==> src/rtl/game_pkg.sv <==
// Shared types and default screen layout for the pair-matching game.
// The draw path and the flip controller import the same tile geometry.
package game_pkg;

    typedef enum logic [4:0] {
        ST_IDLE    = 5'b00001,
        ST_ONE_UP  = 5'b00010,
        ST_COMPARE = 5'b00100,
        ST_SHOW    = 5'b01000,
        ST_DONE    = 5'b10000
    } state_t;

    localparam int COORD_W    = 12;
    localparam int DEF_X0     = 100;
    localparam int DEF_Y0     = 100;
    localparam int DEF_TILE_A = 128;
    localparam int DEF_TILE_B = 128;
    localparam int DEF_GAP    = 16;

    // Width of an index able to address n items; never narrower than one bit.
    function automatic int idx_w(input int n);
        return (n > 1) ? $clog2(n) : 1;
    endfunction

endpackage

==> src/rtl/tile_hit_decoder.sv <==
// Maps a screen coordinate to the tile under it (inclusive bounds on all sides).
// Shared by the flip controller and the draw logic so both agree on the layout.
module tile_hit_decoder
    import game_pkg::*;
#(
    parameter int TILE_COLS = 4,
    parameter int TILE_ROWS = 2,
    parameter int X0        = DEF_X0,
    parameter int Y0        = DEF_Y0,
    parameter int TILE_A    = DEF_TILE_A,
    parameter int TILE_B    = DEF_TILE_B,
    parameter int GAP       = DEF_GAP,
    parameter int IDX_W     = idx_w(TILE_COLS * TILE_ROWS)
) (
    input  logic [COORD_W-1:0] xpos_i,
    input  logic [COORD_W-1:0] ypos_i,
    output logic               hit_valid_o,
    output logic [IDX_W-1:0]   hit_idx_o
);

    int   col;
    int   row;
    logic col_hit;
    logic row_hit;

    // NOTE: every variable driven here gets a default first, so no path through the loops can infer a latch.
    always_comb begin
        col     = 0;
        row     = 0;
        col_hit = 1'b0;
        row_hit = 1'b0;
        // GAP >= 1 keeps neighbouring ranges disjoint, so at most one column/row matches.
        for (int c = 0; c < TILE_COLS; c++) begin
            if (int'(xpos_i) >= X0 + c * (TILE_A + GAP) &&
                int'(xpos_i) <= X0 + c * (TILE_A + GAP) + TILE_A) begin
                col_hit = 1'b1;
                col     = c;
            end
        end
        for (int r = 0; r < TILE_ROWS; r++) begin
            if (int'(ypos_i) >= Y0 + r * (TILE_B + GAP) &&
                int'(ypos_i) <= Y0 + r * (TILE_B + GAP) + TILE_B) begin
                row_hit = 1'b1;
                row     = r;
            end
        end
        hit_valid_o = col_hit & row_hit;
        hit_idx_o   = IDX_W'(row * TILE_COLS + col);
    end

endmodule

==> src/rtl/card_flip_controller.sv <==
// Central sequencer for the memory game: turns mouse clicks into tile flips,
// compares each pair, holds a mismatch on screen, then hides it again.
module card_flip_controller
    import game_pkg::*;
#(
    parameter int TILE_COLS   = 4,
    parameter int TILE_ROWS   = 2,
    parameter int ID_W        = 3,
    parameter int X0          = DEF_X0,
    parameter int Y0          = DEF_Y0,
    parameter int TILE_A      = DEF_TILE_A,
    parameter int TILE_B      = DEF_TILE_B,
    parameter int GAP         = DEF_GAP,
    parameter int HOLD_CYCLES = 65_000_000,
    localparam int N          = TILE_COLS * TILE_ROWS,
    localparam int PW         = $clog2(N / 2 + 1)
) (
    input  logic                 clk,
    input  logic                 rst,
    input  logic                 MouseLeft,
    input  logic [COORD_W-1:0]   xpos,
    input  logic [COORD_W-1:0]   ypos,
    input  logic                 restart,
    input  logic [N*ID_W-1:0]    card_ids,
    output logic [N-1:0]         face_up,
    output logic [N-1:0]         matched,
    output logic [PW-1:0]        pairs_found,
    output logic                 mismatch,
    output logic                 game_done
);

    localparam int             IW         = idx_w(N);
    localparam int             TW         = idx_w(HOLD_CYCLES);
    localparam logic [TW-1:0]  TIMER_LOAD = TW'(HOLD_CYCLES - 1);
    localparam logic [PW-1:0]  ALL_PAIRS  = PW'(N / 2);

    state_t          state_q, state_d;
    logic            ml_q;
    logic [N-1:0]    face_q, face_d;
    logic [N-1:0]    match_q, match_d;
    logic [PW-1:0]   pairs_q, pairs_d;
    logic            mis_q, mis_d;
    logic            done_q, done_d;
    logic [IW-1:0]   first_q, first_d;
    logic [IW-1:0]   second_q, second_d;
    logic [TW-1:0]   timer_q, timer_d;

    logic            click;
    logic            pick;
    logic            hit_valid;
    logic [IW-1:0]   hit_idx;
    logic [ID_W-1:0] id_first;
    logic [ID_W-1:0] id_second;

    tile_hit_decoder #(
        .TILE_COLS (TILE_COLS),
        .TILE_ROWS (TILE_ROWS),
        .X0        (X0),
        .Y0        (Y0),
        .TILE_A    (TILE_A),
        .TILE_B    (TILE_B),
        .GAP       (GAP),
        .IDX_W     (IW)
    ) u_hit (
        .xpos_i      (xpos),
        .ypos_i      (ypos),
        .hit_valid_o (hit_valid),
        .hit_idx_o   (hit_idx)
    );

    // Rising edge of the button level: a held button yields one click.
    assign click     = MouseLeft & ~ml_q;
    assign pick      = click & hit_valid & ~face_q[hit_idx] & ~match_q[hit_idx];
    assign id_first  = card_ids[int'(first_q) * ID_W +: ID_W];
    assign id_second = card_ids[int'(second_q) * ID_W +: ID_W];

    always_comb begin
        state_d  = state_q;
        face_d   = face_q;
        match_d  = match_q;
        pairs_d  = pairs_q;
        mis_d    = 1'b0;
        done_d   = done_q;
        first_d  = first_q;
        second_d = second_q;
        timer_d  = timer_q;

        if (restart) begin
            state_d  = ST_IDLE;
            face_d   = '0;
            match_d  = '0;
            pairs_d  = '0;
            done_d   = 1'b0;
            first_d  = '0;
            second_d = '0;
            timer_d  = '0;
        end else begin
            case (state_q)
                ST_IDLE: begin
                    if (pick) begin
                        face_d[hit_idx] = 1'b1;
                        first_d         = hit_idx;
                        state_d         = ST_ONE_UP;
                    end
                end
                ST_ONE_UP: begin
                    if (pick) begin
                        face_d[hit_idx] = 1'b1;
                        second_d        = hit_idx;
                        state_d         = ST_COMPARE;
                    end
                end
                ST_COMPARE: begin
                    if (id_first == id_second) begin
                        match_d[first_q]  = 1'b1;
                        match_d[second_q] = 1'b1;
                        pairs_d           = pairs_q + 1'b1;
                        if (pairs_d == ALL_PAIRS) begin
                            done_d  = 1'b1;
                            state_d = ST_DONE;
                        end else begin
                            state_d = ST_IDLE;
                        end
                    end else begin
                        mis_d   = 1'b1;
                        timer_d = TIMER_LOAD;
                        state_d = ST_SHOW;
                    end
                end
                ST_SHOW: begin
                    // Loaded with HOLD_CYCLES-1 so the pair stays up for HOLD_CYCLES cycles here.
                    if (timer_q == '0) begin
                        face_d[first_q]  = 1'b0;
                        face_d[second_q] = 1'b0;
                        state_d          = ST_IDLE;
                    end else begin
                        timer_d = timer_q - 1'b1;
                    end
                end
                ST_DONE: begin
                    done_d = 1'b1;
                end
                default: begin
                    state_d = ST_IDLE;
                end
            endcase
        end
    end

    // NOTE: sequential state uses non-blocking assignments so every register samples pre-edge values.
    always_ff @(posedge clk) begin
        if (rst) begin
            state_q  <= ST_IDLE;
            ml_q     <= 1'b0;
            face_q   <= '0;
            match_q  <= '0;
            pairs_q  <= '0;
            mis_q    <= 1'b0;
            done_q   <= 1'b0;
            first_q  <= '0;
            second_q <= '0;
            timer_q  <= '0;
        end else begin
            state_q  <= state_d;
            ml_q     <= MouseLeft;
            face_q   <= face_d;
            match_q  <= match_d;
            pairs_q  <= pairs_d;
            mis_q    <= mis_d;
            done_q   <= done_d;
            first_q  <= first_d;
            second_q <= second_d;
            timer_q  <= timer_d;
        end
    end

    assign face_up     = face_q;
    assign matched     = match_q;
    assign pairs_found = pairs_q;
    assign mismatch    = mis_q;
    assign game_done   = done_q;

endmodule

==> config.mk <==
export PLATFORM = sky130hd
export DESIGN_NAME = card_flip_controller
export DESIGN_NICKNAME = d
export VERILOG_FILES = /design/src/rtl/game_pkg.sv /design/src/rtl/tile_hit_decoder.sv /design/src/rtl/card_flip_controller.sv
export SDC_FILE = /design/constraint.sdc
export NUM_CORES = 1
export LEC_CHECK = 0
export CAP_MARGIN = 20
export CORE_MARGIN = 2
export CORE_UTILIZATION = 50
export DETAILED_ROUTE_END_ITERATION = 12
export PLACE_DENSITY = 0.78
export SLEW_MARGIN = 30
export SYNTH_ARGS = -nofsm -noshare
export SYNTH_HDL_FRONTEND = slang
export SYNTH_SLANG_ARGS = --single-unit
==> constraint.sdc <==
create_clock -name clk -period 7 [get_ports clk]
set_clock_uncertainty 0.05 [all_clocks]
set_input_delay 0.7 -clock clk [delete_from_list [all_inputs] [get_ports clk]]
set_output_delay 0.7 -clock clk [all_outputs]
set_load 0.03 [all_outputs]
# [Yosys cells after proc, flatten, opt, wreduce, memory -nomap -nowiden]
# Cells that the tools add are included.
[word_totals] register_bits=59
[classes] n_eq_ne=15 shifts=2 muxes=36 multipliers=2 bitwise=17 n_reduce_logical=23 order_cmp=18 addsub=3
[ops] op="26-bit 2-to-1 mux" n=2
[ops] op="26-bit one-hot mux with 2 select lines" n=1
[ops] op="24-bit by 6-bit indexed part select with 3-bit output" n=2
[ops] op="26-bit logical NOT" n=1
[ops] op="26-bit by 1-bit subtractor with 26-bit output (second input constant)" n=1
[ops] op="5-bit 2-to-1 mux" n=5
[ops] op="5-bit one-hot mux with 5 select lines" n=1
[ops] op="12-bit by 7-bit greater-or-equal comparator with 1-bit output (second input constant)" n=2
[ops] op="12-bit by 8-bit greater-or-equal comparator with 1-bit output (second input constant)" n=2
[ops] op="12-bit by 10-bit less-or-equal comparator with 1-bit output (second input constant)" n=2
[ops] op="12-bit by 8-bit less-or-equal comparator with 1-bit output (second input constant)" n=2
[ops] op="12-bit by 9-bit less-or-equal comparator with 1-bit output (second input constant)" n=2
[ops] op="8-bit bitwise OR" n=3
[ops] op="8-bit AND" n=2
[ops] op="1-bit 2-to-1 mux" n=16
[ops] op="8-bit 2-to-1 mux" n=2
[ops] op="8-bit inverter" n=2
[ops] op="8-bit one-hot mux with 2 select lines" n=1
[ops] op="2-bit inequality test (second input constant)" n=7
[ops] op="12-bit by 10-bit greater-or-equal comparator with 1-bit output (second input constant)" n=1
[ops] op="12-bit by 9-bit greater-or-equal comparator with 1-bit output (second input constant)" n=1
[ops] op="3-bit by 4-bit less-than comparator with 1-bit output (second input constant)" n=3
[ops] op="3-bit by 2-bit multiplier with 5-bit output (second input constant)" n=2
[ops] op="1-bit demux with 3-bit select" n=3
[ops] op="23 further kinds" n=50

# [Longest topological paths before layout]
[logic_depth] depth_word=13 mapped_depth=10 depth_no_buf=9

# [By module]
# From an unflattened synthesis, not the netlist that was laid out.
[hier_totals] cells_unflattened=418 area_unflattened_um2=3585.9
[by_module_without_submodules] module="card_flip_controller" seq_area_each_um2=1181.1 cells_each=366 area_each_um2=3274.4 n_inst=1
[by_module_without_submodules] module="tile_hit_decoder" seq_area_each_um2=0.0 cells_each=52 area_each_um2=311.5 n_inst=1

# [Least setup slack after synthesis]
# Ideal clock, no wire load.
[synth_timing] kind="input port to flip-flop" start="input port xpos[6]" end="register state_q[1]" path_buffers=0 arrival_time_ps=2731 setup_slack_ps=4096 path_stages=7 setup_time_ps=123 path_cell_list="or4_4 -> or4b_4 -> and2_4 -> a31oi_2 -> o21a_1 -> nand4_1 -> mux2_1"
[synth_via] elab_chain_len=13 word_cells_on_any_way=33
[synth_rtl] item="start, declared" line="card_flip_controller.sv:21" source="input logic [COORD_W-1:0] xpos,"
[synth_rtl] item="12-bit by 8-bit greater-or-equal comparator with 1-bit output or 12-bit by 9-bit less-or-equal comparator with 1-bit output (tied branches)" line="tile_hit_decoder.sv:34, tile_hit_decoder.sv:35"
[synth_rtl] item="1-bit logical AND" line="tile_hit_decoder.sv:34" source="if (int'(xpos_i) >= X0 + c * (TILE_A + GAP) &&"
[synth_rtl] item="1-bit 2-to-1 mux" line="tile_hit_decoder.sv:34"
[synth_rtl] item="2-bit 2-to-1 mux (2 in series)" line="tile_hit_decoder.sv:34"
[synth_rtl] item="3-bit by 2-bit adder with 3-bit output" line="tile_hit_decoder.sv:48" source="hit_idx_o = IDX_W'(row * TILE_COLS + col);"
[synth_rtl] item="1-bit binary-select mux with 3-bit select" line="card_flip_controller.sv:73" source="assign pick = click & hit_valid & ~face_q[hit_idx] & ~match_q[hit_idx];"
[synth_rtl] item="1-bit 2-to-1 mux (not written as such)" line="card_flip_controller.sv:73"
[synth_rtl] item="1-bit inverter" line="card_flip_controller.sv:73"
[synth_rtl] item="1-bit AND" line="card_flip_controller.sv:73"
[synth_rtl] item="1-bit AND (*)" line="card_flip_controller.sv:73"
[synth_rtl] item="2-bit inequality test (no source line)"
[synth_rtl] item="4-bit AND reduction (no source line) (*)"
[synth_rtl] item="end signal, assigned" line="card_flip_controller.sv:164" source="state_q <= state_d;"
[synth_rtl] item="end, declared" line="card_flip_controller.sv:37" source="state_t state_q, state_d;"
# Every way passes the cells marked *; elsewhere a longest branch is shown, timed or not. The select of a mux whose other input is x is not followed.
# A chain may end at the register's enable or synchronous reset.

# [Final worst setup path]
[layout_timing] start="input port xpos[6]" end="register second_q[0]"
[layout_via] elab_chain_len=12 word_cells_on_any_way=31
[layout_rtl] item="12-bit by 8-bit greater-or-equal comparator with 1-bit output or 12-bit by 9-bit less-or-equal comparator with 1-bit output (tied branches)" line="tile_hit_decoder.sv:34, tile_hit_decoder.sv:35"
[layout_rtl] item="1-bit logical AND" line="tile_hit_decoder.sv:34"
[layout_rtl] item="1-bit 2-to-1 mux" line="tile_hit_decoder.sv:34"
[layout_rtl] item="2-bit 2-to-1 mux (2 in series)" line="tile_hit_decoder.sv:34"
[layout_rtl] item="3-bit by 2-bit adder with 3-bit output" line="tile_hit_decoder.sv:48"
[layout_rtl] item="1-bit binary-select mux with 3-bit select" line="card_flip_controller.sv:73"
[layout_rtl] item="1-bit 2-to-1 mux (not written as such)" line="card_flip_controller.sv:73"
[layout_rtl] item="1-bit inverter" line="card_flip_controller.sv:73"
[layout_rtl] item="1-bit AND (2 in series)" line="card_flip_controller.sv:73"
[layout_rtl] item="2-bit AND reduction (no source line)"
[layout_rtl] item="end signal, assigned" line="card_flip_controller.sv:172" source="second_q <= second_d;"
[layout_rtl] item="end, declared" line="card_flip_controller.sv:45" source="logic [IW-1:0] second_q, second_d;"
# Several ways; a longest one is shown, not always the timed one. The select of a mux whose other input is x is not followed.

==> results.txt <==
In this run the remaining antenna-violating nets after routing total 0. At the pin with the least slew margin, the transition time is 0.877 ns. Together, buffers and inverters on the worst path number 1. Setup repair after global routing left no endpoint under its margin. In this run the critical register-to-register path is launched from state_q[2]. The number of warnings reported in the yosys synthesis log came out at 0. The slowest cell on the critical path is or4_4. The layout cell share with drive strength beyond 1 came out at 0.120. The via count of the first global-routing pass came out at 3496. The total overflow left after global routing is 0. In the finished design, the share of the clock period the worst path needs comes to 0.475. The combined area of all synthesized cells came out at 0.00369 sq mm. The cell family contributing the most delay on the critical path is simple AND/OR/NAND/NOR gates. Detailed placement finished with a half-perimeter wire length of 7.27 mm. The max-slew headroom at the worst pin is 0.407. The net count of the finished layout came out at 543. The cell area power density is 157 mW/mm^2.

The register-to-register setup slack came out at 4.11 ns. The number of distinct standard cells referenced by the synthesized netlist is 82. The number of detailed-route iterations in the first pass came out at 4. The terminating pin of the worst hold path is game_done. Along the worst path, the maximum fanout reaches 11.

In this run the critical register-to-register path is captured at timer_q[5]. The routed wire length came out at 9.94 mm. The first global-routing pass estimated 16.9 mm of wire. The final number of hold-violating endpoints is 0. The detailed router placed 3634 vias in this run.

The later-pin clock latency in the skew report is 0.34 ns. The max-cap violation count came out at 0. For the worst setup path, the data arrival time is 3.50 ns. The number of cell rows came out at 31. The number of nets in the synthesized netlist came out at 480. The CTS clock-pin slew for the worst setup and hold paths is 0.07 ns. The number of synthesized register bits came out at 59. The post-layout minimum cycle time came out at 3.32 ns. The count of buffers inserted at the top-level ports is 72. The startpoint kind of the worst setup timing path is a primary input. The layout has 620 filler cells. The per-cell via count in the routed design came out at 6.14. The share of total power dissipated in combinational logic is 0.102. The final setup violation count came out at 0. Entering global routing, the biggest net connects 45 pins. The number of inserted diodes came out at 0.

The switching power of the nets is 0.174 mW. The async set-or-reset flop fraction in the synthesized netlist came out at 0. The portion of the post-synthesis area used by sequential elements is 0.320. The maximum operating frequency is 0.301 GHz. The main flop type after synthesis is dfxtp_1. The clock sink count is 59.

Synthesis produced a netlist whose cell count is 425. The register share of total power came out at 0.457. The routed length per instance is 16.8 um. The worst-case IR drop observed on VDD is 169 uV. The horizontal die dimension came out at 90.0 um. The routability congestion estimate came out at 0.906. Buffers inserted to repair hold after CTS numbered 0. The number of violations reported at the end of detailed-routing iteration 0 is 300.

The worst setup path is of the primary input to flip-flop kind. The post-synthesis average cell area is 8.69 sq um. The initial antenna violation count is 0. Gates resized during post-CTS repair numbered 0. The total negative slack is 0 ns.

The switching fraction of total power is 0.237. The starting utilization of the core area came out at 0.512. The TritonCTS clock tree is built. The global router's overall resource usage is 0.253. The worst hold-check slack is 0.409 ns. Pin placement for this block handled 73 I/O pins. The core outline area came out at 0.00721 sq mm. The leakage power came out at 1.62 nW. The worst-case reg-to-reg path depth is 6.

The largest stage delay on the critical path is 0.57 ns. The worst setup path is captured at a flip-flop. The height of the chip is 90.0 um. In this run the worst hold path is classified as flip-flop to flip-flop.

Summing all multi-input logic gate instances after layout gives 0.00237 sq mm. The count of unresolved DRC violations after routing came out at 0. The share of total power dissipated in the clock network is 0.441.

The CTS H-tree depth came out at 3. Buffers added to address setup during post-CTS repair amount to 0. The internal power came out at 0.561 mW. The critical path crosses 8 cells after its start point.

The required time of the critical path is 7.18 ns. The dominant cell type by count on the critical path is o211a_1. The die outline area came out at 0.00809 sq mm. The cell depth of the worst min-delay path came out at 2. In this run, CTS created clock tree buffers numbering 9. The area growth from synthesis to final layout came out at 26.6%. The flow ran to the end, and the final reports show no timing, DRC or antenna violations. The sequential cell area is 0.00118 sq mm. The synthesized design contains 0 enable-type register cells. The root buffer cell chosen for the clock tree is clkbuf_8. The deepest clock path buffer count came out at 2.

The total count of max-transition violations in the final report came out at 0. The critical path goes through clkdlybuf4s50_1, or4_4, or4b_4, and2_4, a31oi_2, o211a_1, nand3_1, o211a_1. The startpoint of the lowest-slack hold path is game_done.
==> cells in the mapped netlist, types with 3 or more instances <==
library cell | number | area [sq um]
clkbuf_1 | 19 | 71.3
or4_1 | 5 | 37.5
nor3b_1 | 3 | 22.5
ha_1 | 3 | 37.5
nor4b_1 | 5 | 43.8
nand2_1 | 23 | 86.3
a21oi_1 | 39 | 195
nor3_1 | 22 | 110
a211oi_1 | 4 | 30.0
xor2_1 | 7 | 61.3
nor2_1 | 40 | 150
nor4_1 | 10 | 62.6
nor2b_1 | 4 | 25.0
nand3_1 | 17 | 85.1
o2111ai_1 | 4 | 35.0
mux2i_1 | 8 | 80.1
a31oi_1 | 4 | 25.0
o21ai_0 | 7 | 35.0
dfxtp_1 | 59 | 1180
inv_1 | 10 | 37.5
mux4_2 | 10 | 225
o211ai_1 | 4 | 30.0
xnor2_1 | 20 | 175
o211a_1 | 3 | 30.0
or3_1 | 8 | 50.1
nand4_1 | 9 | 56.3
o21ai_1 | 4 | 20.0
nand2b_1 | 6 | 37.5
==> power groups by stage <==
stage	logic [mW]	clock network (mW)	registers (mW)
4_1_cts	0.0743	0.326	0.336
6_report	0.0749	0.324	0.336
5_1_grt	0.0811	0.343	0.336
2_1_floorplan	0.0325	0	0.344
3_5_place_dp	0.0739	0	0.344
3_3_place_gp	0.0722	0	0.344
==> state kept, by name, summed over array words and instances (netlist names) <==
name	flops
timer_q	26
face_up	8
matched	8
state_q	5
first_q	3
pairs_found	3
second_q	3
game_done	1
mismatch	1
ml_q	1
==> logic make-up after synthesis <==
family / count (synthesis) / synth area share
adder cells (fa/ha/maj): 3 / 0.0102
XOR/XNOR: 27 / 0.0640
buffers and inverters: 34 / 0.0390
AO/OA/AOI/OAI: 104 / 0.201
AND/OR/NAND/NOR: 179 / 0.280
flip-flops: 59 / 0.320
multiplexers: 19 / 0.0857
==> worst min-delay path, delay by kind of cell (launching register included) <==
family | cells | cell delay, ns
AO/OA/AOI/OAI | 1 | 0.05
buffers and inverters | 1 | 0.05
flip-flops | 1 | 0.31
==> stage by stage <==
step | worst slack [ns] | util | area [sq um] | power (mW) | cells
floorplan | 4.10 | - | 3690 | 0.376 | 425
global placement | 3.42 | 0.618 | 4460 | 0.416 | 576
detailed placement | 3.35 | 0.618 | 4460 | 0.418 | 576
CTS | 3.70 | 0.647 | 4670 | 0.737 | 592
global route | 3.53 | 0.648 | 4680 | 0.761 | 592
finish | 3.68 | 0.648 | 4680 | 0.735 | 592
==> final cells by class <==
class                           count  share of cell area
Clock inverter                      5              0.0131
Timing Repair Buffer               75               0.159
Multi-Input combinational cell    332               0.508
Clock buffer                       11              0.0324
Tap cell                           99              0.0265
Sequential cell                    59               0.253
Inverter                           11             0.00883
==> metal layers <==
metal / routed length, um / track usage / vias to the layer above
li1: - / - / 1752
met1: 4660 / 0.357 / 1751
met2: 4520 / 0.392 / 120
met3: 656 / 0.0545 / 11
met4: 100 / 0.0769 / 0
met5: 0 / 0 / -
==> how the worst max path moves through the flow <==
stage                   from          end  slack (ns)
global route        xpos[11]   face_up[7]        3.53
global placement     xpos[6]  second_q[0]        3.42
detailed placement   xpos[6]  second_q[1]        3.35
CTS                  xpos[6]  second_q[0]        3.70
floorplan            xpos[6]   state_q[1]        4.10
finish               xpos[6]  second_q[0]        3.68
==> cell usage in the layout, fill, tap and decap left out, drive strengths merged, types with 4 or more instances in the layout <==
cell type / synthesis / final
a211oi: 5 / 5
a21oi: 39 / 39
a31oi: 5 / 5
and2: 5 / 5
clkbuf: 19 / 11
clkdlybuf4s50: 0 / 72
dfxtp: 59 / 59
inv: 11 / 11
mux2i: 8 / 8
mux4: 10 / 10
nand2: 23 / 23
nand2b: 6 / 6
nand3: 17 / 17
nand4: 10 / 10
nor2: 43 / 43
nor2b: 4 / 4
nor3: 23 / 23
nor4: 12 / 12
nor4b: 5 / 5
o2111ai: 4 / 4
o211ai: 4 / 4
o21ai: 12 / 12
or3: 8 / 8
or4: 7 / 7
xnor2: 20 / 20
xor2: 7 / 7
Note: power is estimated with default switching activity, not from simulation.
